==> config.mk <==
export PLATFORM = sky130hd
export DESIGN_NAME = if_next_pc_unit
export DESIGN_NICKNAME = d
export VERILOG_FILES = /design/src/rtl/if_next_pc_unit.sv
export SDC_FILE = /design/constraint.sdc
export NUM_CORES = 1
export LEC_CHECK = 0
export ABC_CLOCK_PERIOD_IN_PS = 3800
export CAP_MARGIN = 20
export CORE_UTILIZATION = 25
export DETAILED_ROUTE_END_ITERATION = 8
export HOLD_SLACK_MARGIN = 0.12
export SLEW_MARGIN = 20
export SYNTH_ARGS = -nofsm -noshare
export SYNTH_HDL_FRONTEND = slang
export SYNTH_SLANG_ARGS = --single-unit
==> constraint.sdc <==
create_clock -name clk -period 3.8 [get_ports clk]
set_input_delay 0.95 -clock clk [delete_from_list [all_inputs] [get_ports clk]]
set_output_delay 0.95 -clock clk [all_outputs]
set_load 0.005 [all_outputs]
==> src/rtl/if_next_pc_unit.sv <==
// Instruction-fetch next-PC selection and IF/ID pipeline register.
// Handles stalls, flushes wrong-path fetches on redirect, and latches a redirect seen during a stall.
module if_next_pc_unit #(
  parameter int unsigned     B            = 32,
  parameter int unsigned     INSTR_W      = 32,
  parameter logic [B-1:0]    RESET_VECTOR = '0
) (
  input  logic               clk,
  input  logic               rst_n,
  input  logic [B-1:0]       pc_in,
  output logic [B-1:0]       next_out,
  input  logic [INSTR_W-1:0] imem_instr_i,
  input  logic               stall_i,
  input  logic               branch_taken_i,
  input  logic [B-1:0]       branch_target_i,
  input  logic               jump_i,
  input  logic [B-1:0]       jump_target_i,
  output logic [INSTR_W-1:0] ifid_instr_o,
  output logic [B-1:0]       ifid_pc_plus4_o,
  output logic               ifid_valid_o,
  output logic               redirect_pending_o
);

  typedef enum logic [1:0] {
    S_BOOT = 2'd0,
    S_RUN  = 2'd1,
    S_PEND = 2'd2
  } state_t;

  state_t             r_state;
  state_t             w_next_state;
  logic [B-1:0]       r_pend_tgt;
  logic [INSTR_W-1:0] r_ifid_instr;
  logic [B-1:0]       r_ifid_pc4;
  logic               r_ifid_valid;
  logic               r_redirect_pending;

  logic [B-1:0]       w_pc_plus4;
  logic [B-1:0]       w_tgt;
  logic               w_redirect;
  logic [B-1:0]       w_next_pc;
  logic               w_ifid_load;
  logic               w_ifid_flush;
  logic               w_pend_load;

  // Branch wins over jump because it belongs to the older instruction.
  assign w_pc_plus4 = pc_in + B'(4);
  assign w_redirect = branch_taken_i | jump_i;
  assign w_tgt      = branch_taken_i ? {branch_target_i[B-1:2], 2'b00}
                                     : {jump_target_i[B-1:2], 2'b00};

  always_ff @(posedge clk or negedge rst_n) begin
    if (!rst_n) begin
      r_state <= S_BOOT;
    end else begin
      r_state <= w_next_state;
    end
  end

  always_comb begin
    w_next_state = r_state;
    w_next_pc    = pc_in;
    w_ifid_load  = 1'b0;
    w_ifid_flush = 1'b0;
    w_pend_load  = 1'b0;
    unique case (r_state)
      S_BOOT: begin
        w_next_pc    = RESET_VECTOR;
        w_next_state = S_RUN;
      end
      S_RUN: begin
        if (w_redirect && stall_i) begin
          w_pend_load  = 1'b1;
          w_next_state = S_PEND;
        end else if (w_redirect) begin
          w_next_pc    = w_tgt;
          w_ifid_flush = 1'b1;
        end else if (!stall_i) begin
          w_next_pc    = w_pc_plus4;
          w_ifid_load  = 1'b1;
        end
      end
      S_PEND: begin
        if (stall_i) begin
          w_pend_load  = w_redirect;
        end else begin
          w_next_pc    = w_redirect ? w_tgt : r_pend_tgt;
          w_ifid_flush = 1'b1;
          w_next_state = S_RUN;
        end
      end
      default: begin
        w_next_pc    = RESET_VECTOR;
        w_next_state = S_BOOT;
      end
    endcase
  end

  assign next_out = rst_n ? w_next_pc : RESET_VECTOR;

  // IF/ID register, pending target and pending flag.
  always_ff @(posedge clk or negedge rst_n) begin
    if (!rst_n) begin
      r_ifid_instr       <= '0;
      r_ifid_pc4         <= '0;
      r_ifid_valid       <= 1'b0;
      r_pend_tgt         <= '0;
      r_redirect_pending <= 1'b0;
    end else begin
      if (w_ifid_flush) begin
        r_ifid_instr <= '0;
        r_ifid_pc4   <= '0;
        r_ifid_valid <= 1'b0;
      end else if (w_ifid_load) begin
        r_ifid_instr <= imem_instr_i;
        r_ifid_pc4   <= w_pc_plus4;
        r_ifid_valid <= 1'b1;
      end
      if (w_pend_load) begin
        r_pend_tgt <= w_tgt;
      end
      r_redirect_pending <= (w_next_state == S_PEND);
    end
  end

  assign ifid_instr_o       = r_ifid_instr;
  assign ifid_pc_plus4_o    = r_ifid_pc4;
  assign ifid_valid_o       = r_ifid_valid;
  assign redirect_pending_o = r_redirect_pending;

endmodule
==> results.cfg, run 1 <==
[outcome]
run_status = finished with violations
failed_checks = DRC

[die]
rows = 59
dieHeight_um = 166
num_io_pins = 231
die_area_um2 = 27600
die_w_um = 166
core_region_area_um2 = 26200
start_util_pct = 25.7

[drt]
drt-total-wl_um = 27500
viasPerCell = 4.96
drtIter0Drc = 500
first_pass_iters = 7
ant_nets = 0
drc = 19
post_drt_wl_per_cell_um = 17.8
routed-via-count = 7660

[final_layout]
layoutNonFillerInstCount = 1544
areaGrowthSynthToFinish_pct = 65.0
antenna_cells = 0
mostFrequentLayoutCell = buf_4
drive_gt1_share_pct = 24.8
layout_common_cells = 185 x buf_4, 170 x clkdlybuf4s50_1, 124 x nand2_1, 98 x dfrtp_1, 96 x a21oi_1
layout.nets = 1342
nFillCells = 2650

[global_route]
grt_use_total_pct = 19.9
antenna_found_initial = 0
grt_pass1_wl_um = 42800
overflow = 0
grt_pass1_vias = 7402
grt_max_degree = 89

[logic_synthesis]
ys_warn_count = 0
synth_nets = 981
synth-seq-cells = 98
syn_area_um2 = 6730
syn_avg_cell_area_um2 = 7.98
synth_area_leaders = dfrtp_1 36%, a21oi_1 7.3%, nand2_1 7.0%
yosys.area.top_type = dfrtp_1
synth_top_area_share_pct = 36.5
synth_flop_cell = dfrtp_1
synth-edff-count = 0
synth.distinct_cells = 64
yosysSeqAreaShare_pct = 36.5
syn-instance-count = 843
synthArstFlopShare_pct = 100

[setup_path]
critPathMaxFanout = 11
cpMaxStageDelayCell = mux2i_1
crit_path_frequent_cell = buf_4
crit_family = buffers and inverters
worstRegToRegCells = 10
cp_data_required_time_ps = 2850
max_stage_delay_ps = 450
cp.depth = 8
r2r_slack_ps = 1390
end_kind = output pin
criticalPathCategory = input pin to output pin
cp-start-kind = input pin
critPathBufInv = 4
crit_arrival_ps = 2800
path_cells = clkbuf_4 > buf_4 > mux2i_1 > o2bb2ai_1 > a32oi_1 > o21ai_0 > buf_4 > clkdlybuf4s50_1

[timing]
clock_skew_ps = 7.80
grt_setup_unrepaired = true
worst_pin_slew_ps = 857
drv_slew = 0
fin_hold_ws_ps = 515
finalHoldViolations = 0
max_freq_ghz = 0.267
setup_viol = 0
fin_crit_ps = 3750
fin_setup_tns_ps = 0
maxSlewHeadroom_pct = 42.8
period_share_pct = 98.7

[cts]
cts_tree = built
cts_htree_levels = 3
insertion_delay_ps = 370
clock_sinks = 98
cts_buffers = 9
clkSlewWorstSetupHoldPaths_ps = 80
cts_root_buf = clkbuf_16
cts_buffer_depth = 2

[power]
worst_ir_drop_vdd_mv = 0.250
powerDensity_nw_per_um2 = 494
p_leak_nw = 4.81

[placed_design]
place.gp.congestion = 0.888
dp_cells = 1491
dp_hpwl_um = 20800
numPortBuffers = 226

[worst_hold_path]
hold_path.class = flop to flop
holdPathStages = 2

[job]
cap_violations = 0
## worst reg2reg max path, stage by stage, from the launching register on
cell and delay, ps:
dfrtp_1 440, inv_1 120, ha_1 190, buf_4 180, nor2_1 90, nor2_1 130
buf_4 160, and3_2 310, buf_4 470, nor2_1 130, a21oi_1 130
## power by group
group	switching, mW	internal (mW)
clock network	0.466	0.523
logic	1.27	1.43
registers	0.271	1.53
total	2.00	3.48
## through the flow
step	cell area (um2)	power, mW	setup WS [ps]	util (%)
6_report	11100	5.49	48.3	42.3
4_1_cts	10900	5.52	-74.4	41.7
2_1_floorplan	6730	2.94	409	-
3_3_place_gp	10300	4.47	-750	39.3
5_1_grt	11100	5.87	-34.1	42.3
3_5_place_dp	10300	4.51	-769	39.3
## Yosys cell counts, drive strengths merged, types with 3 or more instances
cell,n
o21ai,46
and4,4
a21oi,98
or3,5
a22oi,6
nor2b,8
a221o,3
or4,3
a31oi,13
xor2,11
nand3,20
ha,5
nand2,126
and3,7
dfrtp,98
nor3,14
xnor2,15
buf,24
nor4,6
inv,11
o31ai,6
and2,11
a211oi,34
nand4,10
o211ai,8
nor2,98
a21boi,5
o22ai,13
nand2b,6
clkbuf,50
mux2i,39
a32oi,6
o21a,4
a221oi,5
## worst paths after layout
kind / startpoint / to
max reg2reg: r_state[0] / r_pend_tgt[25]
min: ifid_valid_o / ifid_valid_o
max in group asynchronous: rst_n / ifid_instr_o[18]
max: branch_taken_i / next_out[11]
min reg2reg: ifid_valid_o / ifid_valid_o
min in group asynchronous: rst_n / r_pend_tgt[30]
## sequential cells by signal, indices dropped and copies added, names as in the netlist
register and count:
redirect_pending_o 1, ifid_instr_o 32, ifid_valid_o 1, r_pend_tgt 30, r_state 2, ifid_pc_plus4_o 32
## cell families (layout without fill, tap and decap cells)
group | count (synthesis) | after routing | share of synthesized area [%]
flops | 98 | 98 | 36.5
compound gates | 266 | 266 | 24.6
fa+ha+maj | 5 | 5 | 0.930
mux | 41 | 41 | 6.14
simple gates | 321 | 322 | 22.4
xor+xnor | 26 | 26 | 3.38
buf+inv | 86 | 451 | 6.04
## area by class of cell
cell class	count	area, um2	share of cell area, %
clock inverter	7	83.8	0.755
inverter	12	45.0	0.406
tap	335	419	3.78
sequential	98	2450	22.1
clock buffer	9	225	2.03
multi-input combinational	660	4150	37.4
timing repair buffer	423	3730	33.6
## routing by layer
| metal | global-route usage [%] | share of wire, % | vias to the layer above |
|---|---|---|---|
| li1 | - | - | 3745 |
| met2 | 30.4 | 44 | 308 |
| met4 | 6.79 | 2.7 | 0 |
| met1 | 28.1 | 46 | 3561 |
| met3 | 3.62 | 7.3 | 46 |
| met5 | 0 | 0 | - |
## repair_timing
item / 4_1_cts / 5_1_grt
pin swaps: 31 / 12
resized for setup: 135 / 44
hold buffers: 0 / 0
gates cloned: 2 / 0
setup endpoints to repair: 32 / 21
setup buffers: 27 / 8
Power figures use the tool's default switching activity.
==> run 2, diff against run 1 <==
--- a/config.mk
+++ b/config.mk
@@ -5,7 +5,7 @@
 export SDC_FILE = /design/constraint.sdc
 export NUM_CORES = 1
 export LEC_CHECK = 0
-export ABC_CLOCK_PERIOD_IN_PS = 3800
+export ABC_CLOCK_PERIOD_IN_PS = 3500
 export CAP_MARGIN = 20
 export CORE_UTILIZATION = 25
 export DETAILED_ROUTE_END_ITERATION = 8
==> constraint.sdc (replaced) <==
create_clock -name clk -period 3.5 [get_ports clk]
set_input_delay 0.875 -clock clk [delete_from_list [all_inputs] [get_ports clk]]
set_output_delay 0.875 -clock clk [all_outputs]
set_load 0.005 [all_outputs]
==> run 2 against run 1 <==
Against the previous run:
- the run ends with DRC, setup timing left
- via count up 3.0%
- sequential share of layout area down 0.89 points
- largest cell class unchanged
- hold slack better by 4.3 ps
==> results.cfg, run 2 (same netlist as run 1, synthesis figures left out) <==
[drt]
drtIter0Drc = 601
drt-total-wl_um = 28700
viasPerCell = 5.01
first_pass_iters = 7
ant_nets = 0
post_drt_wl_per_cell_um = 18.2
drc = 19
routed-via-count = 7892

[global_route]
grt_pass1_vias = 7556
grt_pass1_wl_um = 44400
antenna_found_initial = 0
overflow = 0
grt_max_degree = 53
grt_use_total_pct = 20.6

[job]
cap_violations = 0

[final_layout]
layoutNonFillerInstCount = 1575
layout_common_cells = 207 x buf_4, 163 x clkdlybuf4s50_1, 123 x nand2_1, 98 x dfrtp_1, 95 x a21oi_1
layout.nets = 1373
areaGrowthSynthToFinish_pct = 71.9
mostFrequentLayoutCell = buf_4
drive_gt1_share_pct = 29.8
antenna_cells = 0

[setup_path]
end_kind = output pin
critPathMaxFanout = 4
cp_data_required_time_ps = 2620
crit_arrival_ps = 2630
cp-start-kind = input pin
criticalPathCategory = input pin to output pin
worstRegToRegCells = 10

[placed_design]
dp_hpwl_um = 21500
dp_cells = 1504
numPortBuffers = 226
place.gp.congestion = 0.879

[timing]
drv_slew = 0
fin_crit_ps = 3510
max_freq_ghz = 0.285
fin_setup_tns_ps = -8.55
period_share_pct = 100
clock_skew_ps = 6.15
final.setup.worst_slack_ps = -7.54
grt_setup_unrepaired = true
maxSlewHeadroom_pct = 63.5
worst_pin_slew_ps = 548
setup_viol = 2
finalHoldViolations = 0

[cts]
cts_buffers = 9
cts_root_buf = clkbuf_16
insertion_delay_ps = 360
cts_htree_levels = 3
cts_buffer_depth = 2
clkSlewWorstSetupHoldPaths_ps = 80
ctsHoldBuffers = 0
cts_tree = built
clock_sinks = 98

[die]
rows = 59
die_w_um = 166
die_area_um2 = 27600
num_io_pins = 231
core_region_area_um2 = 26200
start_util_pct = 25.7
dieHeight_um = 166

[worst_hold_path]
holdPathStages = 2
hold_path.class = flop to flop

[power]
powerDensity_nw_per_um2 = 527
worst_ir_drop_vdd_mv = 0.236
p_leak_nw = 5.00

[outcome]
failed_checks = DRC, setup timing
run_status = finished with violations
==> run 2: cell types whose count changed in the layout (fill, tap and decap cells not counted), sizes merged <==
cell and change:
dlygate4sd2 -12, dlymetal6s2s +1, clkdlybuf4s50 -7, clkdlybuf4s15 +3, or2 -1, clkbuf +4
buf +43
==> run 2: what timing repair did <==
| item | in CTS | in global routing |
|---|---|---|
| endpoints found under the hold margin | 0 | 0 |
| resized for setup | 216 | 86 |
| endpoints found under the setup margin | 32 | 27 |
| pin swaps | 44 | 44 |
| buffers inserted | 51 | 7 |
==> run 2: per-layer routing <==
metal	up-vias	GRT usage, %	part of all wire (%)
met1	3726	29.4	46
li1	3792	-	-
met5	-	0	0
met4	0	5.44	2.1
met3	45	3.31	6.8
met2	329	32.0	45
==> run 2: report_power, final <==
group / internal, mW / switching, mW
Clock: 0.568 / 0.508
Sequential: 1.67 / 0.301
Combinational: 1.63 / 1.43
==> run 2: area by class of cell <==
type	instances	area (um2)
well taps	335	419
flip-flops and latches	98	2450
multi-input cells	659	4320
inverters	12	45.0
repair buffers	455	4020
fillers	2610	14600
clock inverters	7	83.8
clock buffers	9	225
==> run 2: metrics by stage <==
stage | instance area, um2 | power [mW] | util, % | setup slack, ps | hold WS (ps)
detailed placement | 10400 | 4.95 | 39.6 | -929 | 500
finish | 11600 | 6.10 | 44.1 | -7.54 | 519
global route | 11600 | 6.50 | 44.1 | -44.3 | 540
CTS | 11400 | 6.08 | 43.3 | -113 | 518
global placement | 10400 | 4.89 | 39.6 | -917 | 481
floorplan | 6730 | 3.20 | - | 259 | 481
==> run 2: worst max-delay path, stage by stage <==
cell	delay, ps
buf_8	90
nand4_4	110
buf_6	140
or4_4	540
buf_6	170
nor2_4	120
o211ai_1	110
a211oi_2	220
buf_4	160
buf_2	100
==> run 2: worst paths after layout <==
check | startpoint | to | slack [ps]
setup / recovery | pc_in[10] | next_out[20] | -8
hold / removal | ifid_valid_o | ifid_valid_o | 520
setup reg to reg | r_state[0] | r_pend_tgt[27] | 1090
hold reg to reg | ifid_valid_o | ifid_valid_o | 520
max in group asynchronous | rst_n | ifid_pc_plus4_o[13] | 1900
min in group asynchronous | rst_n | r_pend_tgt[7] | 530
==> run 3, diff against run 2 <==
--- a/config.mk
+++ b/config.mk
@@ -7,6 +7,7 @@
 export LEC_CHECK = 0
 export ABC_CLOCK_PERIOD_IN_PS = 3500
 export CAP_MARGIN = 20
+export CORE_MARGIN = 2
 export CORE_UTILIZATION = 25
 export DETAILED_ROUTE_END_ITERATION = 8
 export HOLD_SLACK_MARGIN = 0.12
==> run 3 against run 2 <==
Against the previous run:
- critical path depth is 1 lower
- largest power group unchanged
- core utilization is 0.53 points lower
- combinational power is 1% lower
- sequential cell count stayed put
- highest routed layer unchanged
- hold slack worse by 22 ps
- clock power hardly changed
- power is 0.42% lower
- design area is 0.47% higher
- global-route usage is 0.67 points lower
- wire length is 0.90% higher
- the flow finishes with violations (setup timing)
==> results.cfg, run 3 (same netlist as run 1, synthesis figures left out) <==
[outcome]
run_status = finished with violations
failed_checks = setup timing

[drt]
ant_nets = 0
drtIter0Drc = 558
drc = 0
drt-total-wl_um = 28900
post_drt_wl_per_cell_um = 18.1
routed-via-count = 8000
viasPerCell = 5.01
first_pass_iters = 5

[timing]
clock_skew_ps = 11.1
worst_pin_slew_ps = 959
period_share_pct = 101
fin_setup_tns_ps = -25.8
setup_viol = 1
maxSlewHeadroom_pct = 36.0
final.setup.worst_slack_ps = -25.8
finalHoldViolations = 0
fin_crit_ps = 3530
drv_slew = 0
max_freq_ghz = 0.284
grt_setup_unrepaired = true

[power]
p_leak_nw = 5.04
worst_ir_drop_vdd_mv = 0.275
powerDensity_nw_per_um2 = 523

[cts]
clock_sinks = 98
cts_buffer_depth = 2
clkSlewWorstSetupHoldPaths_ps = 70
cts_buffers = 9
cts_root_buf = clkbuf_16
cts_tree = built
cts_htree_levels = 3
insertion_delay_ps = 360

[die]
start_util_pct = 25.2
die_w_um = 168
num_io_pins = 231
core_region_area_um2 = 26700
dieHeight_um = 168
die_area_um2 = 28200
rows = 60

[job]
cap_violations = 0

[final_layout]
drive_gt1_share_pct = 30.0
antenna_cells = 0
mostFrequentLayoutCell = buf_4
areaGrowthSynthToFinish_pct = 72.7
nFillCells = 2609
final_area_um2 = 11600
layout_common_cells = 214 x buf_4, 167 x clkdlybuf4s50_1, 121 x nand2_1, 98 x dfrtp_1, 97 x a21oi_1
layout.nets = 1389
layoutNonFillerInstCount = 1597

[setup_path]
critPathBufInv = 3
end_kind = output pin
path_cells = buf_8 > ha_4 > nand3_4 > or4_4 > buf_6 > o31a_1 > nor3_2 > o22ai_2 > buf_2
cp_data_required_time_ps = 2620
max_stage_delay_ps = 560
cp-start-kind = input pin
crit_arrival_ps = 2650
cpMaxStageDelayCell = or4_4
criticalPathCategory = input pin to output pin
crit_start = pc_in[3]
crit_family = simple AND/OR/NAND/NOR gates
critPathMaxFanout = 4
r2r_start = r_state[0]

[placed_design]
place.gp.congestion = 0.916
placed_area_um2 = 10500
dp_hpwl_um = 21600
numPortBuffers = 226
dp_cells = 1519

[global_route]
overflow = 0
grt_pass1_wl_um = 43700
grt_pass1_vias = 7488
antenna_found_initial = 0
grt_use_total_pct = 19.9
grt_max_degree = 73

[worst_hold_path]
hold_path.class = input pin to async pin
run 3: layout make-up:
type / instances / area (um2) / area share (%)
Clock inverter: 7 / 93.8 / 0.808
Multi-Input combinational cell: 659 / 4230 / 36.4
Timing Repair Buffer: 471 / 4150 / 35.7
Tap cell: 341 / 427 / 3.67
Inverter: 12 / 45.0 / 0.388
Clock buffer: 9 / 225 / 1.94
Sequential cell: 98 / 2450 / 21.1
run 3: path summary, 6_finish.rpt:
path,end,depth (start not counted),slack [ps]
max,next_out[24],9,-30
min,ifid_instr_o[0],2,500
max reg2reg,ifid_pc_plus4_o[2],8,920
min reg2reg,ifid_valid_o,2,510
max in group asynchronous,r_pend_tgt[28],3,1890
min in group clk,ifid_valid_o,2,510
run 3: worst reg2reg max path, stage by stage, from the launching register on:
cell and delay (ps):
dfrtp_1 440, inv_1 140, ha_1 290, buf_4 240, a21o_1 220, buf_4 150
and3_2 610, buf_4 320, nor2_1 70
run 3: power breakdown:
| group | switching (mW) | internal (mW) | total (mW) |
|---|---|---|---|
| clock | 0.513 | 0.577 | 1.09 |
| combinational | 1.40 | 1.61 | 3.02 |
| sequential | 0.301 | 1.67 | 1.97 |
| total | 2.22 | 3.86 | 6.07 |
run 3: routing by layer:
metal	global-route usage, %	vias to the layer above	part of all wire [%]	wire length, um
li1	-	3838	-	-
met1	28.3	3762	45	13100
met2	30.5	346	44	12800
met3	3.48	54	7.2	2070
met4	6.62	0	3.2	935
met5	0	-	0	0
run 3: metrics by stage:
step	utilization, %	worst slack, ps	power [mW]	hold slack [ps]
floorplan	-	259	3.20	481
global placement	39.4	-911	4.91	479
detailed placement	39.4	-893	4.96	498
CTS	43.1	-101	6.07	471
global route	43.6	-75.7	6.48	499
finish	43.6	-25.8	6.07	497
run 3: timing repair:
action                     in CTS  in global routing
resized for setup             232                 59
hold buffers                    0                  0
pin swaps                      50                 48
setup endpoints to repair      32                 27
cloned                          1                  0
buffers inserted               60                 11
